<file path="src/rtl/rr_dist_tree_pkg.sv">
// Shared helpers for the round-robin distributor.
// - idx_t    : generic unsigned index type used by the helper functions
// - next_idx : advance an index by one with wrap-around at n
package dist_pkg;

  typedef int unsigned idx_t;

  // Successor of idx in a ring of n entries (n >= 1).
  function automatic idx_t next_idx(idx_t idx, idx_t n);
    return (idx + 1 >= n) ? idx_t'(0) : idx + 1;
  endfunction

endpackage

</file>
<file path="src/rtl/rr_dist_tree_if.sv">
// Stream bundle for the round-robin distributor.
// - valid_i/ready_o/data_i : single upstream valid/ready stream
// - valid_o/ready_i/data_o : NumOut downstream consumers (data broadcast)
// Modports:
// - slave  : the distributor side
// - master : the environment side (producer plus consumers)
interface rr_dist_tree_if #(
  parameter int NumOut    = 8,
  parameter int DataWidth = 32
);

  logic                              valid_i;
  logic                              ready_o;
  logic [DataWidth-1:0]              data_i;
  logic [NumOut-1:0]                 valid_o;
  logic [NumOut-1:0]                 ready_i;
  logic [NumOut-1:0][DataWidth-1:0]  data_o;

  modport slave (
    input  valid_i, data_i, ready_i,
    output ready_o, valid_o, data_o
  );

  modport master (
    output valid_i, data_i, ready_i,
    input  ready_o, valid_o, data_o
  );

endinterface

</file>
<file path="src/rtl/rr_dist_tree_lzc.sv">
// Trailing-zero counter: position of the lowest set bit of in_bits.
// - in_bits : input vector
// - cnt     : index of the lowest set bit (0 when empty)
// - empty   : no bit of in_bits is set
module rr_dist_tree_lzc #(
  parameter int Width    = 8,
  parameter int CntWidth = (Width > 1) ? $clog2(Width) : 1
) (
  input  logic [Width-1:0]    in_bits,
  output logic [CntWidth-1:0] cnt,
  output logic                empty
);

  always_comb begin
    // NOTE: every combinational output gets a default before any conditional
    // assignment, so no path leaves it unassigned and no latch is inferred.
    cnt   = '0;
    empty = 1'b1;
    // Scan from the top down so the last hit is the lowest set bit.
    for (int i = Width - 1; i >= 0; i--) begin
      if (in_bits[i]) begin
        cnt   = CntWidth'(i);
        empty = 1'b0;
      end
    end
  end

endmodule

</file>
<file path="src/rtl/rr_dist_tree.sv">
// Round-robin distributor: steers each upstream beat to one of NumOut consumers.
// - clk_i   : clock, rising edge
// - rst_i   : asynchronous active-high reset
// - flush_i : synchronous clear of the lock; pointer returns to 0
// - rr_i    : external search start (used when ExtPrio=1)
// - idx_o   : output index selected this cycle
// - bus     : upstream stream and per-consumer valid/ready/data
module rr_dist_tree
  import dist_pkg::*;
#(
  parameter int NumOut    = 8,
  parameter int DataWidth = 32,
  parameter bit ExtPrio   = 1'b0,
  parameter bit LockOut   = 1'b1,
  parameter int IdxWidth  = (NumOut > 1) ? $clog2(NumOut) : 1
) (
  input  logic                clk_i,
  input  logic                rst_i,
  input  logic                flush_i,
  input  logic [IdxWidth-1:0] rr_i,
  output logic [IdxWidth-1:0] idx_o,
  rr_dist_tree_if.slave       bus
);

  localparam logic [IdxWidth:0] NumOutW = (IdxWidth + 1)'(NumOut);

  logic [IdxWidth-1:0] rr_q;
  logic                lock_q;
  logic [IdxWidth-1:0] lock_idx_q;

  logic [IdxWidth-1:0] start;
  logic [NumOut-1:0]   rot_ready;
  logic [IdxWidth-1:0] cnt;
  logic                none_ready;
  logic [IdxWidth:0]   sum;
  logic [IdxWidth-1:0] idx;
  logic                hs;

  // Search start; an out-of-range external start behaves as 0.
  always_comb begin
    start = rr_q;
    if (ExtPrio) start = (int'(rr_i) < NumOut) ? rr_i : '0;
  end

  // Rotate ready_i right by start so bit j corresponds to output start+j (mod NumOut).
  always_comb begin
    rot_ready = '0;
    for (int j = 0; j < NumOut; j++) begin
      int k;
      k = int'(start) + j;
      if (k >= NumOut) k -= NumOut;
      rot_ready[j] = bus.ready_i[IdxWidth'(k)];
    end
  end

  rr_dist_tree_lzc #(
    .Width    (NumOut),
    .CntWidth (IdxWidth)
  ) u_lzc (
    .in_bits (rot_ready),
    .cnt     (cnt),
    .empty   (none_ready)
  );

  // Map the rotated position back to an absolute index; both operands are
  // below NumOut, so one conditional subtract replaces the modulo.
  always_comb begin
    sum = {1'b0, start} + {1'b0, cnt};
    if (sum >= NumOutW) sum = sum - NumOutW;
    if (lock_q)          idx = lock_idx_q;
    else if (none_ready) idx = start;
    else                 idx = sum[IdxWidth-1:0];
  end

  assign hs = bus.valid_i & bus.ready_i[idx];

  // Outputs are forced quiet while reset is held, independent of the clock.
  always_comb begin
    bus.valid_o = '0;
    for (int k = 0; k < NumOut; k++) begin
      bus.valid_o[k] = bus.valid_i && !rst_i && (idx == IdxWidth'(k));
      bus.data_o[k]  = bus.data_i;
    end
  end

  assign bus.ready_o = hs & ~rst_i;
  assign idx_o       = rst_i ? '0 : idx;

  always_ff @(posedge clk_i or posedge rst_i) begin
    if (rst_i) begin
      rr_q       <= '0;
      lock_q     <= 1'b0;
      lock_idx_q <= '0;
    end else begin
      // NOTE: sequential state uses non-blocking assignments so every register
      // samples pre-edge values regardless of statement order.
      if (flush_i) begin
        rr_q   <= '0;
        lock_q <= 1'b0;
      end else if (hs) begin
        rr_q   <= IdxWidth'(next_idx(idx_t'(idx), idx_t'(NumOut)));
        lock_q <= 1'b0;
      end else if (LockOut && bus.valid_i) begin
        // Pin the pending offer until it is taken.
        lock_q     <= 1'b1;
        lock_idx_q <= idx;
      end
    end
  end

  a_onehot : assert property (@(posedge clk_i) disable iff (rst_i) $onehot0(bus.valid_o));
  a_lock_valid : assert property (@(posedge clk_i) disable iff (rst_i) lock_q |-> bus.valid_i);
  a_idx_range : assert property (@(posedge clk_i) disable iff (rst_i) int'(idx_o) < NumOut);
  a_valid_stable : assert property (@(posedge clk_i) disable iff (rst_i)
    (bus.valid_i && !bus.ready_o) |=> bus.valid_i);

endmodule
</file>
<file path="src/flat_wrapper.sv">
// flat-port wrapper written by rule: the top's interface ports become plain ports
module rr_dist_tree_flat import dist_pkg::*;
#(
  parameter int NumOut    = 8,
  parameter int DataWidth = 32,
  parameter bit ExtPrio   = 1'b0,
  parameter bit LockOut   = 1'b1,
  parameter int IdxWidth  = (NumOut > 1) ? $clog2(NumOut) : 1
)
  (clk_i, rst_i, flush_i, rr_i, idx_o, bus_valid_i, bus_data_i, bus_ready_i, bus_ready_o, bus_valid_o, bus_data_o);
  rr_dist_tree_if #(.NumOut(NumOut), .DataWidth(DataWidth)) bus_i ();
  input  logic clk_i;
  input  logic rst_i;
  input  logic flush_i;
  input  logic [IdxWidth-1:0] rr_i;
  output logic [IdxWidth-1:0] idx_o;
  input wire logic [$bits(bus_i.valid_i)-1:0] bus_valid_i;
  input wire logic [$bits(bus_i.data_i)-1:0] bus_data_i;
  input wire logic [$bits(bus_i.ready_i)-1:0] bus_ready_i;
  output wire logic [$bits(bus_i.ready_o)-1:0] bus_ready_o;
  output wire logic [$bits(bus_i.valid_o)-1:0] bus_valid_o;
  output wire logic [$bits(bus_i.data_o)-1:0] bus_data_o;
  assign bus_i.valid_i = bus_valid_i;
  assign bus_i.data_i = bus_data_i;
  assign bus_i.ready_i = bus_ready_i;
  assign bus_ready_o = bus_i.ready_o;
  assign bus_valid_o = bus_i.valid_o;
  assign bus_data_o = bus_i.data_o;
  rr_dist_tree #(.NumOut(NumOut), .DataWidth(DataWidth), .ExtPrio(ExtPrio), .LockOut(LockOut), .IdxWidth(IdxWidth)) u_core (.clk_i(clk_i), .rst_i(rst_i), .flush_i(flush_i), .rr_i(rr_i), .idx_o(idx_o), .bus(bus_i));
endmodule
</file>
<file path="config.mk">
export PLATFORM = sky130hd
export DESIGN_NAME = rr_dist_tree_flat
export DESIGN_NICKNAME = d
export VERILOG_FILES = /design/src/rtl/rr_dist_tree_pkg.sv /design/src/rtl/rr_dist_tree_if.sv /design/src/rtl/rr_dist_tree_lzc.sv /design/src/rtl/rr_dist_tree.sv /design/src/flat_wrapper.sv
export SDC_FILE = /design/constraint.sdc
export NUM_CORES = 1
export LEC_CHECK = 0
export CORE_AREA = 2 2 123 125
export CTS_CLUSTER_SIZE = 40
export DETAILED_ROUTE_END_ITERATION = 12
export DIE_AREA = 0 0 125 127
export RECOVER_POWER = 50
export SLEW_MARGIN = 20
export SYNTH_ARGS = -nofsm -noshare
export SYNTH_HDL_FRONTEND = slang
export SYNTH_HIERARCHICAL = 1
export SYNTH_SLANG_ARGS = --single-unit
</file>
<file path="constraint.sdc">
create_clock -name clk_i -period 4.8 [get_ports clk_i]
set_input_delay 0.48 -clock clk_i [delete_from_list [all_inputs] [get_ports clk_i]]
set_output_delay 0.48 -clock clk_i [all_outputs]
set_load 0.1 [all_outputs]
</file>
==> results of run 1 <==
## metrics by stage
step	hold slack [ns]	setup TNS (ns)	instance area (um2)	power, mW	util [%]
finish	0.573	0	1850	1.09	12.8
global route	0.619	-0.00915	1850	1.16	12.8
CTS	0.579	0	1840	1.09	12.8
detailed placement	0.575	0	1760	0.942	12.2
global placement	0.566	0	1760	0.928	12.2
floorplan	0.283	-2.30	3090	1.73	-
## worst max-delay path, cell delays in order
cell and delay [ns]:
clkdlybuf4s50_1 0.50, mux4_2 0.50, mux2_2 0.29, nor2b_1 0.13
o21bai_1 0.17, o41ai_2 0.10, ha_1 0.21, fa_1 0.38
xnor2_1 0.18, nor2_2 0.07, xnor2_1 0.17, o21a_2 0.27
buf_4 0.16, ha_1 0.18, and2_2 0.19, buf_12 0.17
## worst paths after layout
kind                            depth (start not counted)                    to  slack, ns            startpoint
worst min-delay path                                    2  u_core/lock_idx_q[1]       0.57  u_core/lock_idx_q[1]
worst min register to register                          2  u_core/lock_idx_q[1]       0.57  u_core/lock_idx_q[1]
min in group asynchronous                               2  u_core/lock_idx_q[1]       0.76                 rst_i
worst max register to register                         13        u_core/rr_q[1]       0.67        u_core/rr_q[1]
max in group asynchronous                               2  u_core/lock_idx_q[0]       3.84                 rst_i
worst max-delay path                                   16        bus_valid_o[3]       0.18        bus_ready_i[3]
## cell usage in the layout (no fill, tap or decap), types with 3 or more instances in the layout
cell	count
buf_4	7
o21ai_0	4
a21oi_1	3
nand2_1	10
xor2_1	4
dfrtp_1	7
nand2b_1	3
xnor2_1	3
nor2_1	16
clkbuf_16	3
ha_1	5
nor2_2	5
buf_12	11
mux2_2	7
inv_1	8
nor3_2	3
clkdlybuf4s50_1	10
mux2i_1	12
mux4_2	8
## kinds of logic (layout without fill, tap and decap cells)
logic type / count (synthesis) / count (layout) / share of synthesized area [%]
buffers and inverters: 267 / 41 / 64.2
DFF: 7 / 7 / 5.71
muxes: 30 / 30 / 14.1
xor gates and xnor gates: 7 / 7 / 2.00
and+or+nand+nor: 51 / 51 / 8.32
adders and majority gates: 6 / 6 / 2.69
AOI/OAI and AO/OA: 13 / 13 / 2.98
## power by group through the flow
| stage | sequential, mW | combinational, mW | clock [mW] |
|---|---|---|---|
| global route | 0.111 | 0.904 | 0.146 |
| global placement | 0.108 | 0.820 | 0 |
| floorplan | 0.0962 | 1.63 | 0 |
| CTS | 0.107 | 0.839 | 0.141 |
| detailed placement | 0.108 | 0.835 | 0 |
| finish | 0.108 | 0.839 | 0.140 |
## sequential cells by signal (all words and copies together) (netlist names)
signal	flops
u_core/rr_q	3
u_core/lock_q	1
u_core/lock_idx_q	3
## metal layers
| metal | global-route usage, % | part of all wire [%] | vias to the layer above |
|---|---|---|---|
| li1 | - | - | 504 |
| met1 | 4.53 | 23 | 514 |
| met2 | 12.6 | 53 | 150 |
| met3 | 5.32 | 20 | 32 |
| met4 | 4.38 | 3.8 | 0 |
| met5 | 0 | 0 | - |
## layout make-up
type                            instances  area [um2]  share of cell area (%)
Multi-Input combinational cell        107         953                    51.5
Timing Repair Buffer                   29         383                    20.7
Tap cell                              184         230                    12.4
Sequential cell                         7         175                    9.47
Clock buffer                            4        78.8                    4.26
Inverter                                8        30.0                    1.62
## timing repair
item,4_1_cts,5_1_grt
gates resized for setup,0,3
hold buffers,0,0
endpoints found under the setup margin,0,5
==> metrics.log, run 1 <==
INFO  metric numCtsBuffers = 3
INFO  metric syn_inst = 381
INFO  metric fp.dieH = about 130 um
INFO  metric synth-seq-cells = 7
INFO  metric run_status = finished clean
INFO  metric grt-ovfl-total = 0
INFO  metric max_slew.worst_pin.slew = approximately 0.43 ns
INFO  metric setup.worst_path.start_class = input pin
INFO  metric netlist_top_cells_area = buf_4, mux4_2, dfrtp_1, mux2i_1, mux2_2
INFO  metric layout.cells.non_filler = around 340
INFO  metric nets = approximately 210
INFO  metric cts_root_buf = clkbuf_16
INFO  metric die-area = approximately 16000 um2
INFO  metric ys_dominant_reg_cell = dfrtp_1
INFO  metric placement_row_count = 44
INFO  metric fillCellCount = 1652
INFO  metric cts_tree = built
INFO  metric timing.slew.headroom = approximately 70%
INFO  metric via_count = 1200
INFO  metric seqPwrFrac = roughly a tenth
INFO  metric core_area = about 14000 um2
INFO  metric post_synth_num_cell_types = 37
INFO  metric initial_utilization = a little over a fifth
INFO  metric timing.clock.skew = around 0.0011 ns
INFO  metric mappedNetlistNets = around 430
INFO  metric post_drt_wl_per_cell = between 15 and 20 um
INFO  metric power_switching = roughly 0.54 mW
INFO  metric dp_slack = approximately 0.057 ns
INFO  metric ant_nets = 0
INFO  metric comb_power_share = 77.2%
INFO  metric post_drt_via_cell_ratio = 3.54
INFO  metric via_count_of_the_first_global_routing_pass = 1249
INFO  metric clockPowerShare = between 10% and 20%
INFO  metric timing.setup.critical_path_class = in -> out
INFO  metric floorplan.io_pins = about 320
INFO  metric drt_first_iter_violations = 62
INFO  metric critical_path.endpoint_type = output port
INFO  metric clkSinkCount = 7
INFO  metric setup_viol = 0
INFO  metric path_max_fanout = 5
INFO  metric synth_edf_count = 0
INFO  metric vdd.ir_drop.worst = between 0.00015 and 0.0002 V
INFO  metric path_clk_slew = 0.04 ns
INFO  metric max_freq = roughly 220 MHz
INFO  metric clock_tree.buffer_depth = 2
INFO  metric timing.hold.worst.class = reg -> reg
INFO  metric grt_pass1_wl = 8150 um
INFO  metric power.static_leakage = about 0.7 nW
INFO  metric clk-insertion-delay-late = between 0.2 and 0.25 ns
INFO  metric dp.final_hpwl = a little over 5000 um
INFO  metric drtPass1Iterations = 4
INFO  metric gr-usage-all-layers = a little under 7%
INFO  metric syn_area = approximately 3000 um2
INFO  metric antenna_violations_before_repair = 0
INFO  metric synthesis.area_per_instance = 8.06 um2
INFO  metric portbufs = 23
INFO  metric grt_max_degree = 13
INFO  metric power.switching_fraction = 50.1%
INFO  metric yosysWarnings = 6
INFO  metric dpl.cell_count = 335
INFO  metric ys_top_cells_by_count = buf_4, nor2_1, mux2i_1, nand2_1
INFO  metric htreeDepth = 1
INFO  metric drive_gt1_share = a little over a third
INFO  metric critical_path_arrival = 4.14 ns
INFO  metric rsz0062_at_grt = true
INFO  metric postCtsSetupBuffers = 0
INFO  metric synth-seq-area-share = under 10%
INFO  metric synthToLayoutAreaGrowth = -39.7%
INFO  metric die_x = between 100 and 150 um
INFO  metric route.final.wire_length = roughly 6000 um
INFO  metric detail_route.drc_violations = 0
INFO  metric yosys.area.top_type = buf_4
INFO  metric timing_max_transition_violations_final = 0
INFO  metric place.gp.congestion = 0.774
INFO  metric cellInternalPower = 0.542 mW
INFO  metric synthDominantCellAreaShare = about 63%
INFO  metric drv.max_cap_violation_count = 0
INFO  metric power.density_cell_area = about 600 nW/um2
INFO  metric worst_slack = 0.179 ns
INFO  metric worst-endpoint-required = 4.32 ns
INFO  metric hold_viol_final = 0
INFO  metric synth_async_sr_flop_share = 100%
INFO  metric fin_crit = around 4.6 ns
INFO  metric diodes = 0
INFO  metric yosys.cell_count.top_type = buf_4
INFO  metric min_period_over_period = 96.3%
No activity file was read; power rests on OpenSTA's default activity.
==> run 2: changes to the inputs <==
CTS_CLUSTER_SIZE = 16   (was 40)
==> results of run 2 <==
Same layout as run 1: the final DEF is identical, and so are final timing and power.
==> run 3: changes to the inputs <==
RECOVER_POWER = 25   (was 50)
==> results of run 3 <==
Same layout as run 1: the final DEF is identical, and so are final timing and power.
